### src/rtl/id_ex_alu_stage.sv
// -----------------------------------------------------------------------------
// id_ex_alu_stage
//
// Pipeline register between instruction decode and the ALU. Each accepted MIPS
// instruction is decoded into an ALU control bundle (operands plus select
// lines) and registered with a valid/ready handshake. The stage holds one
// bundle, sustains one transfer per cycle, and its bundle can be killed by
// flush.
//
// Ports:
//   clk, rst_n          clock, asynchronous active-low reset
//   in_valid / in_ready  upstream handshake (in_ready = !out_valid || out_ready)
//   instr                32-bit MIPS instruction word
//   rs_val, rt_val       register-file read values
//   flush                kill the held bundle and any incoming instruction
//   out_valid/out_ready  downstream handshake
//   a, b                 ALU operands
//   ALUSel, CompSel      ALU operation / comparison select
//   AddSel, ArithSel     subtract / arithmetic-shift select
//   sign                 signed operation
//   dst, wb_en, branch   destination register, writeback enable, branch compare
//   illegal              unrecognised encoding (only with ID_EX_ILLEGAL_TRAP_EN)
//
// Build option: define ID_EX_ILLEGAL_TRAP_EN to add the registered 'illegal'
// output. Without it the port does not exist and unknown encodings just
// become NOP bundles.
//
// Encodings:
//   ALUSel  000 add/sub, 001 OR, 010 AND, 011 XOR, 100 SLL, 101 shift right,
//           110 compare
//   CompSel 000 GT, 001 GE, 010 LT, 011 LE, 100 EQ, 101 NE
// -----------------------------------------------------------------------------
module id_ex_alu_stage #(
    parameter int DATA_W = 32
) (
    input  logic              clk,
    input  logic              rst_n,
    input  logic              in_valid,
    output logic              in_ready,
    input  logic [31:0]       instr,
    input  logic [DATA_W-1:0] rs_val,
    input  logic [DATA_W-1:0] rt_val,
    input  logic              flush,
    output logic              out_valid,
    input  logic              out_ready,
    output logic [DATA_W-1:0] a,
    output logic [DATA_W-1:0] b,
    output logic [2:0]        ALUSel,
    output logic [2:0]        CompSel,
    output logic              AddSel,
    output logic              ArithSel,
    output logic              sign,
    output logic [4:0]        dst,
    output logic              wb_en,
    output logic              branch
`ifdef ID_EX_ILLEGAL_TRAP_EN
    ,
    output logic              illegal
`endif
);

    // Instruction fields. The rs/rt register numbers are not needed here
    // (the operand values arrive already read), except rt as a destination.
    logic [5:0]  opcode;
    logic [4:0]  rt_f;
    logic [4:0]  rd_f;
    logic [4:0]  shamt;
    logic [5:0]  funct;
    logic [15:0] imm;
    logic        unused_rs_field;

    assign opcode          = instr[31:26];
    assign rt_f            = instr[20:16];
    assign rd_f            = instr[15:11];
    assign shamt           = instr[10:6];
    assign funct           = instr[5:0];
    assign imm             = instr[15:0];
    assign unused_rs_field = ^instr[25:21];

    // Decoded bundle
    logic [DATA_W-1:0] a_next, b_next;
    logic [2:0]        alusel_next, compsel_next;
    logic              addsel_next, arithsel_next, sign_next;
    logic [4:0]        dst_next;
    logic              wb_en_next, branch_next;
    logic              legal;

    always_comb begin
        // Everything starts as the NOP bundle; each recognised encoding
        // overrides only what it needs, so unused controls stay 0.
        a_next        = '0;
        b_next        = '0;
        alusel_next   = 3'b001;
        compsel_next  = 3'b000;
        addsel_next   = 1'b0;
        arithsel_next = 1'b0;
        sign_next     = 1'b0;
        dst_next      = 5'd0;
        wb_en_next    = 1'b0;
        branch_next   = 1'b0;
        legal         = 1'b0;

        case (opcode)
            6'h00: begin
                legal = 1'b1;
                case (funct)
                    6'h20, 6'h21: begin
                        alusel_next = 3'b000;
                        sign_next   = ~funct[0];
                    end
                    6'h22, 6'h23: begin
                        alusel_next = 3'b000;
                        addsel_next = 1'b1;
                        sign_next   = ~funct[0];
                    end
                    6'h24: alusel_next = 3'b010;
                    6'h25: alusel_next = 3'b001;
                    6'h26: alusel_next = 3'b011;
                    6'h2A, 6'h2B: begin
                        alusel_next  = 3'b110;
                        addsel_next  = 1'b1;
                        compsel_next = 3'b010;
                        sign_next    = ~funct[0];
                    end
                    // funct[1] separates left from right shifts; funct[0]
                    // marks the arithmetic variant among the right shifts.
                    6'h00, 6'h02, 6'h03, 6'h04, 6'h06, 6'h07: begin
                        alusel_next   = funct[1] ? 3'b101 : 3'b100;
                        arithsel_next = funct[1] & funct[0];
                    end
                    default: legal = 1'b0;
                endcase

                if (legal) begin
                    dst_next   = rd_f;
                    wb_en_next = 1'b1;
                    if (funct[5:3] == 3'b000) begin
                        // Shifts operate on rt; amount is shamt or rs_val.
                        a_next = rt_val;
                        b_next = funct[2] ? rs_val : {{(DATA_W-5){1'b0}}, shamt};
                    end else begin
                        a_next = rs_val;
                        b_next = rt_val;
                    end
                end
            end
            6'h08, 6'h09: begin
                legal       = 1'b1;
                a_next      = rs_val;
                b_next      = {{(DATA_W-16){imm[15]}}, imm};
                alusel_next = 3'b000;
                sign_next   = ~opcode[0];
                dst_next    = rt_f;
                wb_en_next  = 1'b1;
            end
            6'h0A, 6'h0B: begin
                legal        = 1'b1;
                a_next       = rs_val;
                b_next       = {{(DATA_W-16){imm[15]}}, imm};
                alusel_next  = 3'b110;
                addsel_next  = 1'b1;
                compsel_next = 3'b010;
                sign_next    = ~opcode[0];
                dst_next     = rt_f;
                wb_en_next   = 1'b1;
            end
            6'h0C, 6'h0D, 6'h0E: begin
                legal       = 1'b1;
                a_next      = rs_val;
                b_next      = {{(DATA_W-16){1'b0}}, imm};
                alusel_next = (opcode == 6'h0C) ? 3'b010 :
                              (opcode == 6'h0D) ? 3'b001 : 3'b011;
                dst_next    = rt_f;
                wb_en_next  = 1'b1;
            end
            6'h0F: begin
                // lui is executed as imm << 16 on the shifter.
                legal       = 1'b1;
                a_next      = {{(DATA_W-16){1'b0}}, imm};
                b_next      = DATA_W'(16);
                alusel_next = 3'b100;
                dst_next    = rt_f;
                wb_en_next  = 1'b1;
            end
            6'h04, 6'h05: begin
                legal        = 1'b1;
                a_next       = rs_val;
                b_next       = rt_val;
                alusel_next  = 3'b110;
                addsel_next  = 1'b1;
                compsel_next = opcode[0] ? 3'b101 : 3'b100;
                branch_next  = 1'b1;
            end
            default: legal = 1'b0;
        endcase

        // Writes to $0 are dropped here so later stages need not check.
        if (dst_next == 5'd0) begin
            wb_en_next = 1'b0;
        end
    end

`ifndef ID_EX_ILLEGAL_TRAP_EN
    logic unused_legal;
    assign unused_legal = legal;
`endif

    // Registered bundle
    logic              out_valid_reg;
    logic [DATA_W-1:0] a_reg, b_reg;
    logic [2:0]        alusel_reg, compsel_reg;
    logic              addsel_reg, arithsel_reg, sign_reg;
    logic [4:0]        dst_reg;
    logic              wb_en_reg, branch_reg;
`ifdef ID_EX_ILLEGAL_TRAP_EN
    logic              illegal_reg;
`endif

    assign in_ready = ~out_valid_reg | out_ready;

    always_ff @(posedge clk or negedge rst_n) begin
        if (!rst_n) begin
            out_valid_reg <= 1'b0;
            a_reg         <= '0;
            b_reg         <= '0;
            alusel_reg    <= 3'b000;
            compsel_reg   <= 3'b000;
            addsel_reg    <= 1'b0;
            arithsel_reg  <= 1'b0;
            sign_reg      <= 1'b0;
            dst_reg       <= 5'd0;
            wb_en_reg     <= 1'b0;
            branch_reg    <= 1'b0;
`ifdef ID_EX_ILLEGAL_TRAP_EN
            illegal_reg   <= 1'b0;
`endif
        end else if (flush) begin
            // Flush wins over a same-cycle accept; data may stay stale.
            out_valid_reg <= 1'b0;
        end else if (in_valid && in_ready) begin
            out_valid_reg <= 1'b1;
            a_reg         <= a_next;
            b_reg         <= b_next;
            alusel_reg    <= alusel_next;
            compsel_reg   <= compsel_next;
            addsel_reg    <= addsel_next;
            arithsel_reg  <= arithsel_next;
            sign_reg      <= sign_next;
            dst_reg       <= dst_next;
            wb_en_reg     <= wb_en_next;
            branch_reg    <= branch_next;
`ifdef ID_EX_ILLEGAL_TRAP_EN
            illegal_reg   <= ~legal;
`endif
        end else if (out_ready) begin
            out_valid_reg <= 1'b0;
        end
    end

    assign out_valid = out_valid_reg;
    assign a         = a_reg;
    assign b         = b_reg;
    assign ALUSel    = alusel_reg;
    assign CompSel   = compsel_reg;
    assign AddSel    = addsel_reg;
    assign ArithSel  = arithsel_reg;
    assign sign      = sign_reg;
    assign dst       = dst_reg;
    assign wb_en     = wb_en_reg;
    assign branch    = branch_reg;
`ifdef ID_EX_ILLEGAL_TRAP_EN
    assign illegal   = illegal_reg;
`endif

endmodule

### config.mk
export PLATFORM = sky130hd
export DESIGN_NAME = id_ex_alu_stage
export DESIGN_NICKNAME = d
export VERILOG_FILES = /design/src/rtl/id_ex_alu_stage.sv
export SDC_FILE = /design/constraint.sdc
export NUM_CORES = 1
export LEC_CHECK = 0
export CORE_UTILIZATION = 43
export DETAILED_ROUTE_END_ITERATION = 7
export GPL_TIMING_DRIVEN = 0
export PLACE_DENSITY = 0.8
export SYNTH_ARGS = -nofsm -noshare
export SYNTH_HDL_FRONTEND = slang
export SYNTH_SLANG_ARGS = --single-unit
### constraint.sdc
create_clock -name clk -period 2 [get_ports clk]
set_input_delay 0.2 -clock clk [delete_from_list [all_inputs] [get_ports clk]]
set_output_delay 0.2 -clock clk [all_outputs]
set_load 0.01 [all_outputs]
==> out/summary.md <==
The tree built by TritonCTS fans out to 81 sinks. The highest fanout seen on the critical path is 10. In this run the critical register-to-register path is launched from out_valid. Based on the critical path, the design can be clocked at up to 532 MHz.

The smallest clock period supported by the final layout is computed as 1.88 ns. TritonCTS built the clock tree. OpenSTA, run right after detailed placement, puts the worst setup slack at -0.729 ns. The synthesized design contains 0 enable-type register cells.

The flow ran to the end, and the final reports show no timing, DRC or antenna violations. By startpoint and endpoint, the worst setup path is classified as register to register. Clock skew on the completed layout was measured at 0.00572 ns. The number of antenna violations at the first check in global routing was 0. Of the available clock period, the critical path in the final layout requires 94.0%. After detailed routing, the average wire length per cell comes to 20.3 um. The largest vdd supply drop was 376 uV.

The pin count of the biggest net entering global routing was 44. After routing the design area is 0.00666 mm^2. Port buffering added 174 buffers. The run gives 2.28 ns as the endpoint required time on the critical path. The total count of max-transition violations in the final report is 0. The tools report the clock tree root buffer cell as sky130_fd_sc_hd__clkbuf_8. Setup violations remaining at the end of the flow were counted as 0. After routing, the total negative slack on setup checks comes to 0 ns. The clock latency on the worst-skew pair was 0.36 ns. The floorplan die width works out to 103 um.

Main flop type after synthesis: sky130_fd_sc_hd__dfrtp_1. The detailed-routing iteration count for the pre-antenna-repair pass is 7. During synthesis, Yosys emitted a total of 0 warnings.

The via count of the first global-routing pass was 4,663; the end-of-flow core utilization was 67.8%. The actual transition at the worst max-transition pin came out at 0.642 ns. Number of distinct standard cells referenced by the synthesized netlist: 52. The tools report the die area as 0.0106 mm^2. The tools report the startpoint type of the worst setup path as a register. The worst hold path startpoint is instr[0]. The clock transition at the register clock pins on the worst setup and hold paths after CTS was 0.08 ns; the post-place instance area was 0.00629 mm^2.

The first global-routing pass estimated 24,000 um of wire. The logs give 551 for the number of nets in the synthesized netlist and 0 for the final antenna-violating net count. The power density relative to cell area is 545 mW/mm^2. Worst reg2reg path depth: 7.

At the end of routability-driven placement, the weighted congestion stood at 0.897. In this run the worst hold path is classified as input port to register. The flip-flop and latch count after synthesis was 81; the post-synthesis sequential area ratio was 46.4%.

Along the worst hold path, the cell count comes to 3. The run gives 0 as the remaining global-route overflow. The worst register-to-register path ends at b[5]. After floorplanning, the core was divided into 36 placement rows. The post-route netlist has 13.1% of its cells at a drive strength greater than 1.

The synthesis-to-layout area growth works out to 52.4%. The routed design has 15,900 um of wire. Data on the critical path arrives at its endpoint at 2.16 ns. The share of flip-flops with an asynchronous set or reset after synthesis is 100%, and the least setup slack across all paths after layout is 0.120 ns. Summing internal, switching and leakage power gives 0.00363 W. The number of violations of the max-capacitance limit was 0; the netlist area before placement was 0.00437 mm^2. The path with the worst hold slack has its endpoint at ArithSel.

The routed layout has 4,788 vias. For the combined global-route utilization of all metal layers, the log shows 29.9%. In this run the standard cell core region covers 0.00982 mm^2. Detailed placement finished with a half-perimeter wire length of 11,900 um. For the number of buffers created by CTS, the log shows 9. The buffer levels on the longest clock path was 2; the final number of hold-violating endpoints was 0. In this run the register-to-register setup slack is 0.12 ns. The number of I/O pins was 183.

For the cell leakage power, the log shows 2.78 nW. The worst setup path is captured at a register. For the number of standard cells after synthesis, the log shows 450. Each instance of the synthesized netlist takes up on average 9.71 um^2. The H-tree was split into 3 levels.

The run gives 44.5% as the effective utilization at floorplan. In this run the tightest slew margin relative to its limit is 56.8%. The count of unresolved DRC violations after routing was 0; the floorplan die height was 103 um. The run gives 0 as the count of antenna diodes in the layout.

The number of design-rule violations left by the first detailed-router iteration is 547. The tools report the final net count as 746. Ratio of routed vias to standard cells: 6.12.
[cell type report]
class / instances / area, um^2
inverters: 5 / 18.8
flip-flops and latches: 81 / 2030
plain buffers: 42 / 300
clock inverters: 6 / 60.1
repair buffers: 184 / 1840
multi-input cells: 322 / 2120
clock buffers: 9 / 124
fillers: 823 / 3160
well taps: 133 / 166
[layout by cell type, fill, tap and decap left out, types with 13 or more instances in the layout]
| cell | instances |
|---|---|
| sky130_fd_sc_hd__a21oi_1 | 29 |
| sky130_fd_sc_hd__and3_1 | 13 |
| sky130_fd_sc_hd__a222oi_1 | 17 |
| sky130_fd_sc_hd__o21ai_0 | 34 |
| sky130_fd_sc_hd__dfrtp_1 | 81 |
| sky130_fd_sc_hd__a221o_1 | 24 |
| sky130_fd_sc_hd__a221oi_1 | 21 |
| sky130_fd_sc_hd__nor2_1 | 37 |
| sky130_fd_sc_hd__clkdlybuf4s50_1 | 167 |
| sky130_fd_sc_hd__nand2_1 | 58 |
| sky130_fd_sc_hd__a22oi_1 | 16 |
[logic make-up (layout without fill, tap and decap cells)]
family                 count (synthesis)  count (layout)  share of synthesized area (%)
flip-flops                            81              81                           46.4
AND/OR/NAND/NOR                      145             145                           16.5
multiplexers                           6               6                           1.37
AO/OA/AOI/OAI                        171             171                           29.4
buffers and inverters                 47             246                           6.36
[report_power, final]
| part | leakage, nW | switching (W) | internal, W |
|---|---|---|---|
| clock network | 0.0909 | 0.000614 | 0.000563 |
| registers | 1.10 | 0.0000358 | 0.00169 |
| logic | 1.58 | 0.000351 | 0.000373 |
| total | 2.78 | 0.00100 | 0.00263 |
[synth_stat cells (2+ instances only)]
library cell | number | area, um^2
sky130_fd_sc_hd__inv_1 | 5 | 18.8
sky130_fd_sc_hd__a221o_1 | 24 | 240
sky130_fd_sc_hd__a22oi_1 | 16 | 120
sky130_fd_sc_hd__a221oi_1 | 21 | 184
sky130_fd_sc_hd__clkbuf_2 | 2 | 10.0
sky130_fd_sc_hd__nor2_1 | 39 | 146
sky130_fd_sc_hd__o21ai_0 | 35 | 175
sky130_fd_sc_hd__a21oi_1 | 30 | 150
sky130_fd_sc_hd__buf_2 | 6 | 30.0
sky130_fd_sc_hd__o21ai_1 | 2 | 10.0
sky130_fd_sc_hd__and3_2 | 6 | 45.0
sky130_fd_sc_hd__nor3b_2 | 3 | 37.5
sky130_fd_sc_hd__clkbuf_1 | 21 | 78.8
sky130_fd_sc_hd__o31ai_1 | 4 | 30.0
sky130_fd_sc_hd__a221o_2 | 6 | 67.6
sky130_fd_sc_hd__nand3_1 | 2 | 10.0
sky130_fd_sc_hd__nor2b_1 | 3 | 18.8
sky130_fd_sc_hd__or4_1 | 2 | 15.0
sky130_fd_sc_hd__nand2_1 | 58 | 218
sky130_fd_sc_hd__buf_4 | 3 | 22.5
sky130_fd_sc_hd__and3_1 | 13 | 81.3
sky130_fd_sc_hd__o211ai_1 | 2 | 15.0
sky130_fd_sc_hd__buf_6 | 6 | 67.6
sky130_fd_sc_hd__nor3_1 | 6 | 30.0
sky130_fd_sc_hd__a31oi_1 | 5 | 31.3
sky130_fd_sc_hd__dfrtp_1 | 81 | 2030
sky130_fd_sc_hd__mux2i_1 | 6 | 60.1
sky130_fd_sc_hd__a222oi_1 | 17 | 170
sky130_fd_sc_hd__clkbuf_8 | 3 | 41.3
[through the flow]
step / hold WS, ns / cells
after floorplan: -0.0956 / 450
after CTS: 0.165 / 775
after global routing: 0.207 / 782
after detailed placement: 0.202 / 758
after global placement: 0.468 / 757
final: 0.175 / 782
[worst max-delay path: stages (launching register included)]
cell and delay [ns]:
sky130_fd_sc_hd__dfrtp_1 0.39, sky130_fd_sc_hd__nor2b_2 0.18, sky130_fd_sc_hd__nor3b_4 0.30, sky130_fd_sc_hd__o211a_4 0.25, sky130_fd_sc_hd__buf_2 0.24, sky130_fd_sc_hd__buf_4 0.22
sky130_fd_sc_hd__a21oi_1 0.06, sky130_fd_sc_hd__a21oi_1 0.15
[per-layer routing]
metal / wire length [um] / vias to the layer above / GRT usage (%)
met4: 407 / 0 / 10.2
met1: 6550 / 2338 / 40.6
met5: 0 / - / 0
li1: - / 2123 / -
met2: 7540 / 290 / 48.7
met3: 1360 / 37 / 4.75
[what timing repair did]
| item | CTS | global route |
|---|---|---|
| hold buffers | 1 | 0 |
| setup buffers | 1 | 6 |
| hold endpoints to repair | 38 | 0 |
| setup endpoints to repair | 70 | 77 |
| pin swaps | 0 | 3 |
| gates resized for setup | 25 | 17 |
| gates cloned | 0 | 1 |
[worst max path at each step]
stage,cells past startpoint,from,slack (ns),endpoint
floorplan,7,out_valid,0.15,b[10]
finish,7,out_valid,0.12,b[5]
detailed placement,8,out_ready,-0.73,b[10]
global route,7,out_valid,-0.004,b[5]
global placement,1,rst_n,-2.12,a[26]
CTS,9,instr[28],-0.003,b[25]
Note: power is estimated with default switching activity, not from simulation.
